===== config.mk =====
export PLATFORM = sky130hd
export DESIGN_NAME = comparator_bist_flat
export DESIGN_NICKNAME = d
export VERILOG_FILES = /design/src/rtl/comparator_bist_if.sv /design/src/rtl/comparator_bist.sv /design/src/flat_wrapper.sv
export SDC_FILE = /design/constraint.sdc
export NUM_CORES = 1
export LEC_CHECK = 0
export CAP_MARGIN = 5
export CELL_PAD_IN_SITES_DETAIL_PLACEMENT = 1
export CELL_PAD_IN_SITES_GLOBAL_PLACEMENT = 1
export CORE_MARGIN = 10
export CORE_UTILIZATION = 34
export DETAILED_ROUTE_END_ITERATION = 10
export GPL_TIMING_DRIVEN = 0
export PLACE_DENSITY = 0.79
export REMOVE_ABC_BUFFERS = 1
export SETUP_SLACK_MARGIN = 0.5
export SLEW_MARGIN = 20
export SYNTH_ARGS = -nofsm -noshare
export SYNTH_HDL_FRONTEND = slang
export SYNTH_SLANG_ARGS = --single-unit

===== constraint.sdc =====
create_clock -name clk -period 1.7 [get_ports clk]
set_input_delay 0.17 -clock clk [delete_from_list [all_inputs] [get_ports clk]]
set_output_delay 0.17 -clock clk [all_outputs]
set_load 0.01 [all_outputs]

===== src/rtl/comparator_bist_if.sv =====
// Signal bundle between the comparator self-test engine and its environment.
// The master side is the BIST engine: it drives the operands and the status,
// and receives start plus the comparator's gt/eq/lt results.
interface comparator_bist_if #(
  parameter int WIDTH = 1,
  parameter int ERR_W = 8
);
  logic                 start;
  logic [WIDTH-1:0]     a_out;
  logic [WIDTH-1:0]     b_out;
  logic                 gt_in;
  logic                 eq_in;
  logic                 lt_in;
  logic                 busy;
  logic                 done;
  logic                 pass;
  logic [ERR_W-1:0]     err_count;
  logic [2*WIDTH-1:0]   first_fail;
  logic                 fail_valid;

  modport master (
    input  start, gt_in, eq_in, lt_in,
    output a_out, b_out, busy, done, pass, err_count, first_fail, fail_valid
  );

  modport slave (
    output start, gt_in, eq_in, lt_in,
    input  a_out, b_out, busy, done, pass, err_count, first_fail, fail_valid
  );
endinterface


===== src/rtl/comparator_bist.sv =====
// Exhaustive self-test for a magnitude comparator. A start pulse sweeps every
// {a,b} pair, holds each for HOLD_CYCLES, samples gt/eq/lt on the last cycle
// of the hold window, counts mismatches and remembers the first bad vector.
module comparator_bist #(
  parameter int WIDTH       = 1,
  parameter int HOLD_CYCLES = 4,
  parameter int ERR_W       = 8
) (
  input  logic              clk,
  input  logic              rst_n,
  comparator_bist_if.master bus
);
  localparam int VEC_W = 2 * WIDTH;
  localparam int CNT_W = (HOLD_CYCLES > 1) ? $clog2(HOLD_CYCLES) : 1;

  typedef enum logic [1:0] {IDLE, DRIVE, DONE} state_t;

  state_t             state, state_next;
  logic [VEC_W-1:0]   vec;
  logic [CNT_W-1:0]   hold_cnt;
  logic [ERR_W-1:0]   err_count;
  logic [VEC_W-1:0]   first_fail;
  logic               fail_valid;
  logic               busy_q;
  logic               done_q;

  logic [WIDTH-1:0]   a_val;
  logic [WIDTH-1:0]   b_val;
  logic               accept;
  logic               sample;
  logic               last_vec;
  logic               mismatch;
  logic [2:0]         expected;
  logic [2:0]         observed;

  assign a_val = vec[VEC_W-1:WIDTH];
  assign b_val = vec[WIDTH-1:0];

  // Decode the sweep position and compare the comparator against a golden model.
  always_comb begin
    // NOTE: every signal gets a default before any branch so no latch is inferred.
    accept   = 1'b0;
    sample   = 1'b0;
    last_vec = 1'b0;
    mismatch = 1'b0;
    expected = {a_val > b_val, a_val == b_val, a_val < b_val};
    observed = {bus.gt_in, bus.eq_in, bus.lt_in};
    accept   = bus.start && (state != DRIVE);
    sample   = (state == DRIVE) && (hold_cnt == CNT_W'(HOLD_CYCLES - 1));
    last_vec = &vec;
    // Whole-vector compare also flags non-one-hot results.
    mismatch = sample && (observed != expected);
  end

  // Next-state logic: start is honoured only outside DRIVE.
  always_comb begin
    state_next = state;
    case (state)
      IDLE:    if (bus.start) state_next = DRIVE;
      DRIVE:   if (sample && last_vec) state_next = DONE;
      DONE:    if (bus.start) state_next = DRIVE;
      default: state_next = IDLE;
    endcase
  end

  // State register plus registered busy/done flags.
  always_ff @(posedge clk or negedge rst_n) begin
    if (!rst_n) begin
      state  <= IDLE;
      busy_q <= 1'b0;
      done_q <= 1'b0;
    end else begin
      // NOTE: sequential state uses non-blocking assignments so all flops update together.
      state  <= state_next;
      busy_q <= (state_next == DRIVE);
      done_q <= (state_next == DONE);
    end
  end

  // Sweep datapath: vector stepping, hold counter, error capture.
  always_ff @(posedge clk or negedge rst_n) begin
    if (!rst_n) begin
      vec        <= '0;
      hold_cnt   <= '0;
      err_count  <= '0;
      first_fail <= '0;
      fail_valid <= 1'b0;
    end else if (accept) begin
      vec        <= '0;
      hold_cnt   <= '0;
      err_count  <= '0;
      first_fail <= '0;
      fail_valid <= 1'b0;
    end else if (state == DRIVE) begin
      if (mismatch) begin
        if (err_count != {ERR_W{1'b1}}) err_count <= err_count + 1'b1;
        if (!fail_valid) begin
          first_fail <= vec;
          fail_valid <= 1'b1;
        end
      end
      if (sample) begin
        hold_cnt <= '0;
        // The final vector stays on the bus after the sweep ends.
        if (!last_vec) vec <= vec + 1'b1;
      end else begin
        hold_cnt <= hold_cnt + 1'b1;
      end
    end
  end

  assign bus.a_out      = a_val;
  assign bus.b_out      = b_val;
  assign bus.busy       = busy_q;
  assign bus.done       = done_q;
  assign bus.pass       = done_q && (err_count == '0);
  assign bus.err_count  = err_count;
  assign bus.first_fail = first_fail;
  assign bus.fail_valid = fail_valid;
endmodule

===== src/flat_wrapper.sv =====
// flat-port wrapper written by rule: the top's interface ports become plain ports
module comparator_bist_flat 
#(
  parameter int WIDTH       = 1,
  parameter int HOLD_CYCLES = 4,
  parameter int ERR_W       = 8
)
  (clk, rst_n, bus_start, bus_gt_in, bus_eq_in, bus_lt_in, bus_a_out, bus_b_out, bus_busy, bus_done, bus_pass, bus_err_count, bus_first_fail, bus_fail_valid);
  comparator_bist_if #(.WIDTH(WIDTH), .ERR_W(ERR_W)) bus_i ();
  input  logic clk;
  input  logic rst_n;
  input wire logic [$bits(bus_i.start)-1:0] bus_start;
  input wire logic [$bits(bus_i.gt_in)-1:0] bus_gt_in;
  input wire logic [$bits(bus_i.eq_in)-1:0] bus_eq_in;
  input wire logic [$bits(bus_i.lt_in)-1:0] bus_lt_in;
  output wire logic [$bits(bus_i.a_out)-1:0] bus_a_out;
  output wire logic [$bits(bus_i.b_out)-1:0] bus_b_out;
  output wire logic [$bits(bus_i.busy)-1:0] bus_busy;
  output wire logic [$bits(bus_i.done)-1:0] bus_done;
  output wire logic [$bits(bus_i.pass)-1:0] bus_pass;
  output wire logic [$bits(bus_i.err_count)-1:0] bus_err_count;
  output wire logic [$bits(bus_i.first_fail)-1:0] bus_first_fail;
  output wire logic [$bits(bus_i.fail_valid)-1:0] bus_fail_valid;
  assign bus_i.start = bus_start;
  assign bus_i.gt_in = bus_gt_in;
  assign bus_i.eq_in = bus_eq_in;
  assign bus_i.lt_in = bus_lt_in;
  assign bus_a_out = bus_i.a_out;
  assign bus_b_out = bus_i.b_out;
  assign bus_busy = bus_i.busy;
  assign bus_done = bus_i.done;
  assign bus_pass = bus_i.pass;
  assign bus_err_count = bus_i.err_count;
  assign bus_first_fail = bus_i.first_fail;
  assign bus_fail_valid = bus_i.fail_valid;
  comparator_bist #(.WIDTH(WIDTH), .HOLD_CYCLES(HOLD_CYCLES), .ERR_W(ERR_W)) u_core (.clk(clk), .rst_n(rst_n), .bus(bus_i));
endmodule

==> reports/qor.csv, run 1 <==
stage;metric;value;unit
cells_and_area;Finished Layout Cells;188;
floorplan;Die Wd;75.4;um
setup_path;CP endpoint kind;flop;
timing;Setup Viol. Count Final;11;
placed_design;placer congestion estimate;0.822;
timing;Final Worst Setup Slack;-229;ps
setup_path;critical path startpoint category;flop;
setup_path;R2R setup slack;-230;ps
placed_design;DPL Wire Length;2.01;mm
placed_design;dpl cells;156;
floorplan;num ports;22;
logic_synthesis;library cells used by synthesis;34;
grt;number of global-route vias before repair;1142;
timing;final period utilization;113;%
cells_and_area;Ant. Diodes;0;
run_status;status;complete, but fails checks;
timing;fmax;518;MHz
grt;GRT Util Overall;12.5;%
pwr;Pwr Density;1650;mW/mm2
timing;actual slew at the worst max-slew pin;929;ps
floorplan;CORE AREA;0.00300;mm2
clock_tree;cts bufs inserted;3;
floorplan;Starting Density;34.8;%
logic_synthesis;mapped cell area;0.00104;mm2
setup_path;Worst Path Required;1930;ps
route;Total Wirelength;3.90;mm
clock_tree;TritonCTS clock tree;built;
floorplan;Die Y;75.4;um
route;Detail Route Antenna Nets;0;
placed_design;worst slack at placement;-672;ps
logic_synthesis;cells after synthesis;104;
timing;clock skew;4.11;ps
route;total iterations of the first detailed-routing run;4;
timing;pins over their slew limit;0;
clock_tree;H-tree depth;1;
setup_path;worst reg2reg endpoint;u_core.bus.err_count[5];
grt;first-pass GRT wire length;5.49;mm
setup_path;crit path DAT;2160;ps
logic_synthesis;syn avg cell area;10.0;um2
route;Vias/cell;5.59;
clock_tree;Clock Sinks;19;
placed_design;Port Buffers;21;
pwr;maximum VDD drop;0.000856;V
timing;slew margin rel.;37.9;%
clock_tree;clk slew on worst S/H paths;120;ps
setup_path;cells on worst reg2reg path;7;
route;via count;1051;
clock_tree;CTS Root Cell;clkbuf_4;
run;max-cap violations;0;
timing;Tmin final;1930;ps
clock_tree;CTS Hold Bufs;0;
cells_and_area;final net count;168;
setup_path;Crit Path Class;flop to flop;
grt;grt total ovfl;0;
route;DRC violations left;0;
min_path;worst hold path class;primary input to async pin;
logic_synthesis;register bit total from synthesis;19;
clock_tree;clk buf depth;2;
logic_synthesis;yosys warns;0;
cells_and_area;layout cell share with drive strength beyond 1;51.0;%
timing;RSZ-0062 raised after global routing;yes;
route;Routed WL per cell;20.8;um
pwr;Leakage;0.754;nW
floorplan;Core Rows;20;
logic_synthesis;register area share after synthesis;45.5;%
grt;antenna violations before repair;0;
route;1st-iter DRT viols;51;
cells_and_area;P&R area growth vs syn;70.1;%
clock_tree;Skew-Pair Late Insertion Delay;300;ps
run_status;failing checks;negative setup slack;
timing;final hold vios;0;
setup_path;RR Startpoint;u_core.vec[1];
floorplan;die area;0.00569;mm2
grt;largest net degree at the start of global routing;20;
setup_path;Crit Path Max Fanout;4;
routing by layer:
| layer | routed length (um) | part of all wire, % | track usage (%) | vias to the layer above |
|---|---|---|---|---|
| met5 | 0 | 0 | 0 | - |
| li1 | - | - | - | 488 |
| met4 | 31 | 0.79 | 3.51 | 0 |
| met1 | 1620 | 42 | 13.3 | 524 |
| met2 | 2040 | 52 | 22.9 | 32 |
| met3 | 203 | 5.2 | 4.17 | 7 |
repair_timing:
item / 4_1_cts / 5_1_grt
setup endpoints to repair: 30 / 26
gates resized for setup: 78 / 36
cloned: 1 / 0
pin swaps: 8 / 9
setup buffers: 17 / 10
metrics by stage:
| step | cell area, um2 | power (mW) | setup TNS [ps] | hold slack [ps] | utilization [%] |
|---|---|---|---|---|---|
| final | 1780 | 2.93 | -1350 | 372 | 59.2 |
| after global placement | 1290 | 1.76 | -5120 | 498 | 42.8 |
| after CTS | 1580 | 2.50 | -785 | 387 | 52.5 |
| after detailed placement | 1290 | 1.82 | -5900 | 511 | 42.8 |
| after global routing | 1780 | 3.13 | -2090 | 439 | 59.2 |
| after floorplan | 1030 | 1.36 | -2740 | -126 | - |
where the power goes:
part	leakage (nW)	internal (mW)	switching, mW	total, mW
logic	0.509	0.933	0.999	1.93
registers	0.227	0.617	0.140	0.757
clock network	0.0177	0.0879	0.151	0.238
total	0.754	1.64	1.29	2.93
layout by cell type, fill, tap and decap left out, types with 2 or more instances in the layout:
| master | instances |
|---|---|
| buf_4 | 18 |
| buf_6 | 15 |
| nand2_1 | 12 |
| dfrtp_1 | 11 |
| dfrtp_2 | 8 |
| inv_1 | 6 |
| nand3_1 | 6 |
| o211ai_1 | 5 |
| clkdlybuf4s50_1 | 5 |
| mux2i_1 | 4 |
| ha_4 | 4 |
| o22ai_1 | 3 |
| xor2_4 | 3 |
| clkbuf_4 | 3 |
| clkdlybuf4s15_1 | 3 |
| dlygate4sd2_1 | 3 |
| inv_4 | 2 |
| o21ai_0 | 2 |
| and4_1 | 2 |
| o31ai_4 | 2 |
| nand4_1 | 2 |
| or4_4 | 2 |
| o21ai_2 | 2 |
| mux2_2 | 2 |
| buf_2 | 2 |
| clkbuf_2 | 2 |
flip-flops by register name, indices dropped and copies added, names as in the netlist:
| register | cells |
|---|---|
| u_core.state | 2 |
| u_core.bus.fail_valid | 1 |
| u_core.bus.first_fail | 2 |
| u_core.vec | 2 |
| u_core.bus.done | 1 |
| u_core.hold_cnt | 2 |
| u_core.bus.err_count | 8 |
| u_core.bus.busy | 1 |
critical path, cell delays in order, from the launching register on:
cell	delay (ps)
dfrtp_2	470
inv_1	130
ha_4	170
xor2_4	250
o31ai_4	140
buf_6	140
or4_4	460
o211ai_1	100
area by class of cell:
cell class              count  area (um2)
flip-flops and latches     19         485
repair buffers             48         430
inverters                   9        38.8
multi-input cells          75         753
fillers                   316        1230
clock inverters             1        5.00
well taps                  33        41.3
clock buffers               3        22.5
how the worst max path moves through the flow:
| stage | endpoint | from |
|---|---|---|
| global route | u_core.bus.err_count[5] | u_core.vec[1] |
| floorplan | u_core.bus.err_count[1] | u_core.vec[0] |
| CTS | u_core.bus.err_count[5] | u_core.vec[1] |
| global placement | u_core.bus.err_count[1] | u_core.vec[0] |
| finish | u_core.bus.err_count[5] | u_core.vec[1] |
| detailed placement | u_core.bus.err_count[1] | u_core.vec[0] |
cell families after synthesis:
logic type                 count (synthesis)  synth area share, %
and+or+nand+nor                           35                 18.2
DFF                                       19                 45.5
adders and majority gates                  6                 7.19
buffers and inverters                     11                 4.19
muxes                                      6                 5.99
xor gates and xnor gates                   3                 2.52
AOI/OAI and AO/OA                         24                 16.4
synth_stat cells (all sizes together):
cell type | count | share of area [%]
nand3 | 6 | 2.9
and4 | 2 | 1.7
o22ai | 3 | 1.8
a22o | 1 | 0.84
or4 | 3 | 2.2
a21oi | 2 | 0.96
o21ai | 6 | 3.2
and2b | 1 | 0.96
nand2b | 1 | 0.60
dfrtp | 19 | 46
inv | 9 | 3.2
o31ai | 2 | 1.9
mux2 | 2 | 2.2
o211ai | 5 | 3.6
o2111ai | 1 | 0.84
nand4 | 2 | 1.2
nor3 | 2 | 0.96
nand2 | 12 | 4.3
nor2 | 2 | 0.72
o41ai | 1 | 0.84
ha | 6 | 7.2
o311ai | 1 | 0.84
mux2i | 4 | 3.8
and3 | 1 | 0.60
a21boi | 1 | 0.72
nor3b | 1 | 0.72
a31o | 1 | 0.84
buf | 2 | 0.96
xor2 | 3 | 2.5
or3 | 1 | 0.60
nor4b | 1 | 0.84
Note: power is estimated with default switching activity, not from simulation.
==> run 2, diff against run 1 <==
--- a/config.mk
+++ b/config.mk
@@ -10,6 +10,7 @@
 export CELL_PAD_IN_SITES_GLOBAL_PLACEMENT = 1
 export CORE_MARGIN = 10
 export CORE_UTILIZATION = 34
+export CTS_CLUSTER_SIZE = 30
 export DETAILED_ROUTE_END_ITERATION = 10
 export GPL_TIMING_DRIVEN = 0
 export PLACE_DENSITY = 0.79
==> results of run 2 <==
No change in the layout: final DEF, timing and power equal those of run 1.
